--- src/rtl/ex3_5_if.sv ---
// Operand/result bundle for the ex3_5 four-operand signed adder.
// The master drives operands and the overflow clear; the slave returns registered results.
interface ex3_5_if;
  logic              in_valid;
  logic signed [3:0] A;
  logic signed [3:0] B;
  logic signed [3:0] C;
  logic signed [3:0] D;
  logic              ovf_clear;
  logic signed [3:0] sum;
  logic              overflow;
  logic signed [5:0] sum_full;
  logic              out_valid;
  logic              ovf_sticky;

  modport master (
    output in_valid, A, B, C, D, ovf_clear,
    input  sum, overflow, sum_full, out_valid, ovf_sticky
  );

  modport slave (
    input  in_valid, A, B, C, D, ovf_clear,
    output sum, overflow, sum_full, out_valid, ovf_sticky
  );
endinterface

--- src/rtl/ex3_5.sv ---
// Registered four-operand 4-bit signed adder with exact 6-bit sum, overflow and sticky overflow.
// Optional macro SATURATE_EN clamps the 4-bit sum to 7 / -8 instead of wrapping.
module ex3_5 (
  input logic   clk,
  input logic   rst,
  ex3_5_if.slave bus
);

  localparam logic signed [5:0] SUM_MAX = 6'sd7;
  localparam logic signed [5:0] SUM_MIN = -6'sd8;

  logic signed [5:0] exact;
  logic              ovf_next;
  logic signed [3:0] sum_next;

  // All operands are widened first, so only the final sum can be out of range.
  assign exact = {{2{bus.A[3]}}, bus.A} + {{2{bus.B[3]}}, bus.B}
               + {{2{bus.C[3]}}, bus.C} + {{2{bus.D[3]}}, bus.D};

  assign ovf_next = (exact > SUM_MAX) || (exact < SUM_MIN);

`ifdef SATURATE_EN
  always_comb begin
    sum_next = exact[3:0];
    if (exact > SUM_MAX)
      sum_next = 4'sd7;
    else if (exact < SUM_MIN)
      sum_next = -4'sd8;
  end
`else
  assign sum_next = exact[3:0];
`endif

  // Results hold while in_valid is low; a new overflow beats a simultaneous clear.
  always_ff @(posedge clk) begin
    if (rst) begin
      bus.sum        <= '0;
      bus.sum_full   <= '0;
      bus.overflow   <= 1'b0;
      bus.out_valid  <= 1'b0;
      bus.ovf_sticky <= 1'b0;
    end else begin
      bus.out_valid <= bus.in_valid;
      if (bus.in_valid) begin
        bus.sum      <= sum_next;
        bus.sum_full <= exact;
        bus.overflow <= ovf_next;
      end
      if (bus.in_valid && ovf_next)
        bus.ovf_sticky <= 1'b1;
      else if (bus.ovf_clear)
        bus.ovf_sticky <= 1'b0;
    end
  end

endmodule

--- src/flat_wrapper.sv ---
// flat-port wrapper written by rule: the top's interface ports become plain ports
module ex3_5_flat 
  (clk, rst, bus_in_valid, bus_A, bus_B, bus_C, bus_D, bus_ovf_clear, bus_sum, bus_overflow, bus_sum_full, bus_out_valid, bus_ovf_sticky);
  ex3_5_if bus_i ();
  input logic clk;
  input logic rst;
  input wire logic [$bits(bus_i.in_valid)-1:0] bus_in_valid;
  input wire logic [$bits(bus_i.A)-1:0] bus_A;
  input wire logic [$bits(bus_i.B)-1:0] bus_B;
  input wire logic [$bits(bus_i.C)-1:0] bus_C;
  input wire logic [$bits(bus_i.D)-1:0] bus_D;
  input wire logic [$bits(bus_i.ovf_clear)-1:0] bus_ovf_clear;
  output wire logic [$bits(bus_i.sum)-1:0] bus_sum;
  output wire logic [$bits(bus_i.overflow)-1:0] bus_overflow;
  output wire logic [$bits(bus_i.sum_full)-1:0] bus_sum_full;
  output wire logic [$bits(bus_i.out_valid)-1:0] bus_out_valid;
  output wire logic [$bits(bus_i.ovf_sticky)-1:0] bus_ovf_sticky;
  assign bus_i.in_valid = bus_in_valid;
  assign bus_i.A = bus_A;
  assign bus_i.B = bus_B;
  assign bus_i.C = bus_C;
  assign bus_i.D = bus_D;
  assign bus_i.ovf_clear = bus_ovf_clear;
  assign bus_sum = bus_i.sum;
  assign bus_overflow = bus_i.overflow;
  assign bus_sum_full = bus_i.sum_full;
  assign bus_out_valid = bus_i.out_valid;
  assign bus_ovf_sticky = bus_i.ovf_sticky;
  ex3_5 u_core (.clk(clk), .rst(rst), .bus(bus_i));
endmodule
--- config.mk ---
export PLATFORM = sky130hd
export DESIGN_NAME = ex3_5_flat
export DESIGN_NICKNAME = d
export VERILOG_FILES = /design/src/rtl/ex3_5_if.sv /design/src/rtl/ex3_5.sv /design/src/flat_wrapper.sv
export SDC_FILE = /design/constraint.sdc
export NUM_CORES = 1
export LEC_CHECK = 0
export ABC_AREA = 1
export CAP_MARGIN = 20
export CORE_ASPECT_RATIO = 1.1
export CORE_MARGIN = 8
export CORE_UTILIZATION = 45
export CTS_BUF_LIST = sky130_fd_sc_hd__clkbuf_8
export CTS_CLUSTER_DIAMETER = 150
export DETAILED_ROUTE_END_ITERATION = 7
export PLACE_DENSITY = 0.9
export SLEW_MARGIN = 20
export SYNTH_ARGS = -nofsm -noshare
export SYNTH_HDL_FRONTEND = slang
export SYNTH_SLANG_ARGS = --single-unit
--- constraint.sdc ---
create_clock -name clk -period 3.9 [get_ports clk]
set_clock_uncertainty 0.05 [all_clocks]
set_input_delay 0.975 -clock clk [delete_from_list [all_inputs] [get_ports clk]]
set_output_delay 0.975 -clock clk [all_outputs]
set_load 0.01 [all_outputs]
* Word-level counts from Yosys, hierarchy flattened *
Index checks and enable logic that the tools add are counted.

storage, ports and cells
  input port bits = 20
  output and inout port bits = 13
  flip-flop bits (word level) = 13
  word-level logic and storage cells = 15

cells by class
  multiplexer cells = 2
  order comparisons = 2
  add/sub/neg operators = 3
  reduce and logical (&&, ||, !) cells = 3

operator list
  cell                                                                          number
  6-bit adder                                                                   2
  6-bit by 4-bit > comparator with 1-bit output, second input constant          1
  6-bit by 4-bit less-than comparator with 1-bit output, second input constant  1
  4-bit by 4-bit adder with 5-bit output                                        1
  1-bit two-way mux                                                             2
  2-bit nonzero test                                                            1
  1-bit logical AND                                                             1
  1-bit logical OR                                                              1

* Logic depth before layout (Yosys ltp) *
  word-level depth = 7
  depth in mapped cells = 18
  gate-level depth less buffers = 18

* Least setup slack after synthesis *
Ideal clock, no wire load.

  kind = input-to-reg
  start = in bus_B[0]
  end = reg u_core.bus.overflow
  cell stages on the path = 15
  buffers on the path = 0
  setup time = 130 ps
  path slack = 441 ps
  required time = 3720 ps
  arrival time = 3279 ps
  path through = ha_1 > inv_1 > fa_1 > inv_1 > fa_1 > ha_1 > inv_1 > fa_1 > nand3b_1 > nand2_1 > nand2_1 > nand2_1 > nand3_2 > nand3_2 > a21oi_1

between the ends
  word-level cells in the longest chain between the ends = 5
  elaborated cells between the ends (all ways) = 6
  those cells by class = add/sub: 3; order compare: 2; reduce/logical: 1

ends and longest elaborated chain
  element                                                                                                                        line               source
  start, declared                                                                                                                flat_wrapper.sv:9  input wire logic [$bits(bus_i.B)-1:0] bus_B;
  4-bit by 4-bit adder with 5-bit output (*)                                                                                     ex3_5.sv:17        assign exact = {{2{bus.A[3]}}, bus.A} + {{2{bus.B[3]}}, bus.B}
  6-bit adder (*) (2 in a row)                                                                                                   ex3_5.sv:18        + {{2{bus.C[3]}}, bus.C} + {{2{bus.D[3]}}, bus.D};
  6-bit by 4-bit > comparator with 1-bit output / 6-bit by 4-bit less-than comparator with 1-bit output (equally long branches)  ex3_5.sv:20        assign ovf_next = (exact > SUM_MAX) || (exact < SUM_MIN);
  1-bit logical OR (*)                                                                                                           ex3_5.sv:20
  end signal, assigned                                                                                                           ex3_5.sv:47        bus.overflow <= ovf_next;
  end, declared                                                                                                                  ex3_5_if.sv:23     output sum, overflow, sum_full, out_valid, ovf_sticky

Mark *: on every way between the ends. The rest lies on a longest branch, timed or not.
A chain may end at the register's enable or synchronous reset.

* Final worst setup path *
  start = in bus_A[1]
  end = reg u_core.bus.overflow

between the ends
  word-level cells in the longest chain between the ends = 5
  elaborated cells between the ends (all ways) = 6
  those cells by class = add/sub: 3; order compare: 2; reduce/logical: 1

ends and longest elaborated chain
  element                                                                                                                        line               source
  start, declared                                                                                                                flat_wrapper.sv:8  input wire logic [$bits(bus_i.A)-1:0] bus_A;
  4-bit by 4-bit adder with 5-bit output (*)                                                                                     ex3_5.sv:17
  6-bit adder (*) (2 in a row)                                                                                                   ex3_5.sv:18
  6-bit by 4-bit > comparator with 1-bit output / 6-bit by 4-bit less-than comparator with 1-bit output (equally long branches)  ex3_5.sv:20
  1-bit logical OR (*)                                                                                                           ex3_5.sv:20

Marks and branches as above.

==> impl_results.md <==
- Dpl cells: 163
- Worst vdd ir: 195.6 uV
- Global-route wire length before repair: 3222 um
- Number of flops mapped to enable cells by yosys: 0
- Arrival time at the worst endpoint: 3.80 ns
- Slew @ Worst Pin: approximately 0.37 ns
- Num CTS Buffers: 3
- Row count: 16
- Worst path required time: just under 4 ns
- Nets: ~190
- Syn Nets: between 150 and 200
- Share of layout cells above drive strength 1: 14.67%
- Final setup violating endpoints: 0
- CP startpoint kind: input pin
- Critical Path End Type: register
- H-tree Lvls: 1
- GRT Total Usage: between 10% and 20%
- Final GP Congestion: approximately 0.75
- Dpl cell area: roughly 1200 um^2
- Drt first pass iters: 5
- Vias per inst: ~4.9
- Synth cell types: 19
- Crit Path Class: input pin to register
- Maximum clock rate: 267.2 MHz
- DIE AREA: approximately 3600 um^2
- DR WL/cell: 11.89 um
- Dpl hpwl: roughly 1600 um
- I/O Pins: 33
- Layout area overhead: 47.55%
- Die width: about 58 um
- CTS Sinks: 9
- Seq/Total Area, Yosys: 20.75%
- Core Area: roughly 1800 um^2
- Final instance area: roughly 1300 um^2
- Mapped Area: 868.3 um^2
- # port buffers: 32
- Leakage Power: 0.6502 nW
- Worst min path class: register to register
- Yosys top cell area share: 20.75%
- FFs w/ async S/R, synth: 0%
- Worst hold slack: ~0.43 ns
- # DRC: 0
- Final Hold Fails: 0
- Synthesized instance count: ~120
- Minimum clock period: roughly 3.7 ns
- Crit path buffers/inverters: 4
- Worst path cell trace: clkdlybuf4s50_1, inv_1, fa_1, inv_1, fa_1, ha_2, inv_2, fa_2, nand3b_1, nand2_1, nand2_1, nand2_2, nand3_2, nand3_2, a21oi_2
- Initial Utilization: roughly half
- Vias in the first global route: 815
- Slowest CP cell: fa_1
- Status: complete, no violations
- Final wirelength: ~2000 um
- Worst slew margin: 75.31%
- CTS Root Cell: clkbuf_8
- Die extent in y: 62.07 um
- Slew Limit Fails: 0
- CTS tree: yes
- Most instantiated cells after synthesis: inv_1, nand2_1, nor2_1, dfxtp_1, ha_1
- Finished Layout Cells: between 150 and 200
- Yosys warns: 0
- Post-synth top area cell: dfxtp_1
- Initial antenna violation count: 0
- #FFs+latches synth: 9
- P per Cell Area: around 430 nW/um^2
- Detail Route Antenna Nets: 0
- Kind of cell adding the most delay to the critical path: adder cells
- Clk Latency, worst-skew pair: about 0.23 ns
- Synth area leaders: dfxtp_1, fa_1, inv_1, ha_1, nand2_1
- # diodes: 0
- Max-Cap Viols: 0
- Worst-path clk slew: 0.04 ns
- Max incr delay on CP: 0.50 ns
- Pin count of the biggest net entering global routing: 11
- Avg Cell Area, Syn: roughly 7.5 um^2
- Total gr overflow: 0
- Total negative slack: 0 ns
- Final worst path period share: 95.95%
- Primary FF master, synth: dfxtp_1
- Top-count cell post-synth: inv_1
- Unrepaired setup endpoints after global routing: false
- Via Count: 827
- Max Root-Sink Buffers: 2
- Pwr Total: roughly 0.55 mW
- Critical path peak fanout: 3
- DR iter-0 viols: 7
-- state kept, by name, indices dropped and copies added, names as in the netlist --
name / flops
u_core.bus.ovf_sticky: 1
u_core.bus.out_valid: 1
u_core.bus.overflow: 1
u_core.bus.sum_full: 6
-- per-stage QoR --
stage	util [%]	setup slack (ns)
2_1_floorplan	-	0.4410
3_3_place_gp	65.97	-0.1464
3_5_place_dp	65.97	-0.2043
4_1_cts	68.47	0.02672
5_1_grt	71.11	0.01670
6_report	71.11	0.1580
-- what timing repair did --
item	in CTS	in global routing
gates resized for setup	0	16
hold buffers	0	0
setup endpoints to repair	0	3
buffers inserted	0	1
-- report_power, final --
part | switching, mW | internal, mW | leakage (nW) | total, mW
Sequential | 0.00881 | 0.109 | 0.0748 | 0.117
Combinational | 0.167 | 0.157 | 0.548 | 0.324
Clock | 0.0356 | 0.0684 | 0.0269 | 0.104
-- cell usage in the layout (no fill, tap or decap), drive strengths merged --
master	count
nand2	19
buf	4
ha	8
nand3b	1
xnor2	4
o2111ai	1
a21oi	5
xor2	1
a211oi	2
dlymetal6s2s	3
clkdlybuf4s50	29
dfxtp	9
inv	31
nor2	11
fa	7
nand3	7
o21ai	5
clkbuf	3
-- path summary, 6_finish.rpt --
path	start	to	slack, ns	depth (start not counted)
setup / recovery	bus_A[1]	u_core.bus.overflow$_SDFFE_PP0P_	0.16	15
hold reg to reg	u_core.bus.ovf_sticky$_SDFFE_PP0P_	u_core.bus.ovf_sticky$_SDFFE_PP0P_	0.43	2
setup reg to reg	u_core.bus.sum_full[4]$_SDFFE_PP0P_	u_core.bus.sum_full[4]$_SDFFE_PP0P_	3.15	4
hold / removal	u_core.bus.ovf_sticky$_SDFFE_PP0P_	u_core.bus.ovf_sticky$_SDFFE_PP0P_	0.43	2
-- final cells by class --
class | count | area, um^2
clock buffers | 3 | 41.29
multi-input cells | 71 | 563.0
clock inverters | 1 | 3.754
repair buffers | 36 | 357.8
fillers | 156 | 520.5
inverters | 30 | 112.6
well taps | 18 | 22.52
flip-flops and latches | 9 | 180.2
-- layer usage --
layer / vias to the layer above / track usage [%] / part of all wire (%)
met5: - / 0 / 0
met4: 0 / 7.343 / 3.1
met3: 6 / 3.909 / 7.1
met2: 28 / 23.57 / 54
met1: 379 / 9.524 / 36
li1: 414 / - / -
-- cells by family (layout without fill, tap and decap cells) --
group	after synthesis	after routing	synth area share [%]
AND/OR/NAND/NOR	38	38	19.89
XOR/XNOR	5	5	5.043
buffers and inverters	36	70	18.16
adder cells (fa/ha/maj)	15	15	27.67
flip-flops	9	9	20.75
AO/OA/AOI/OAI	13	13	8.500
-- worst reg2reg max path, stage by stage (launching register included) --
cell and delay, ns:
dfxtp_1 0.30, nor2_1 0.08, nor2_1 0.05, o21ai_0 0.10
inv_1 0.06
No activity file was read; power rests on OpenSTA's default activity.
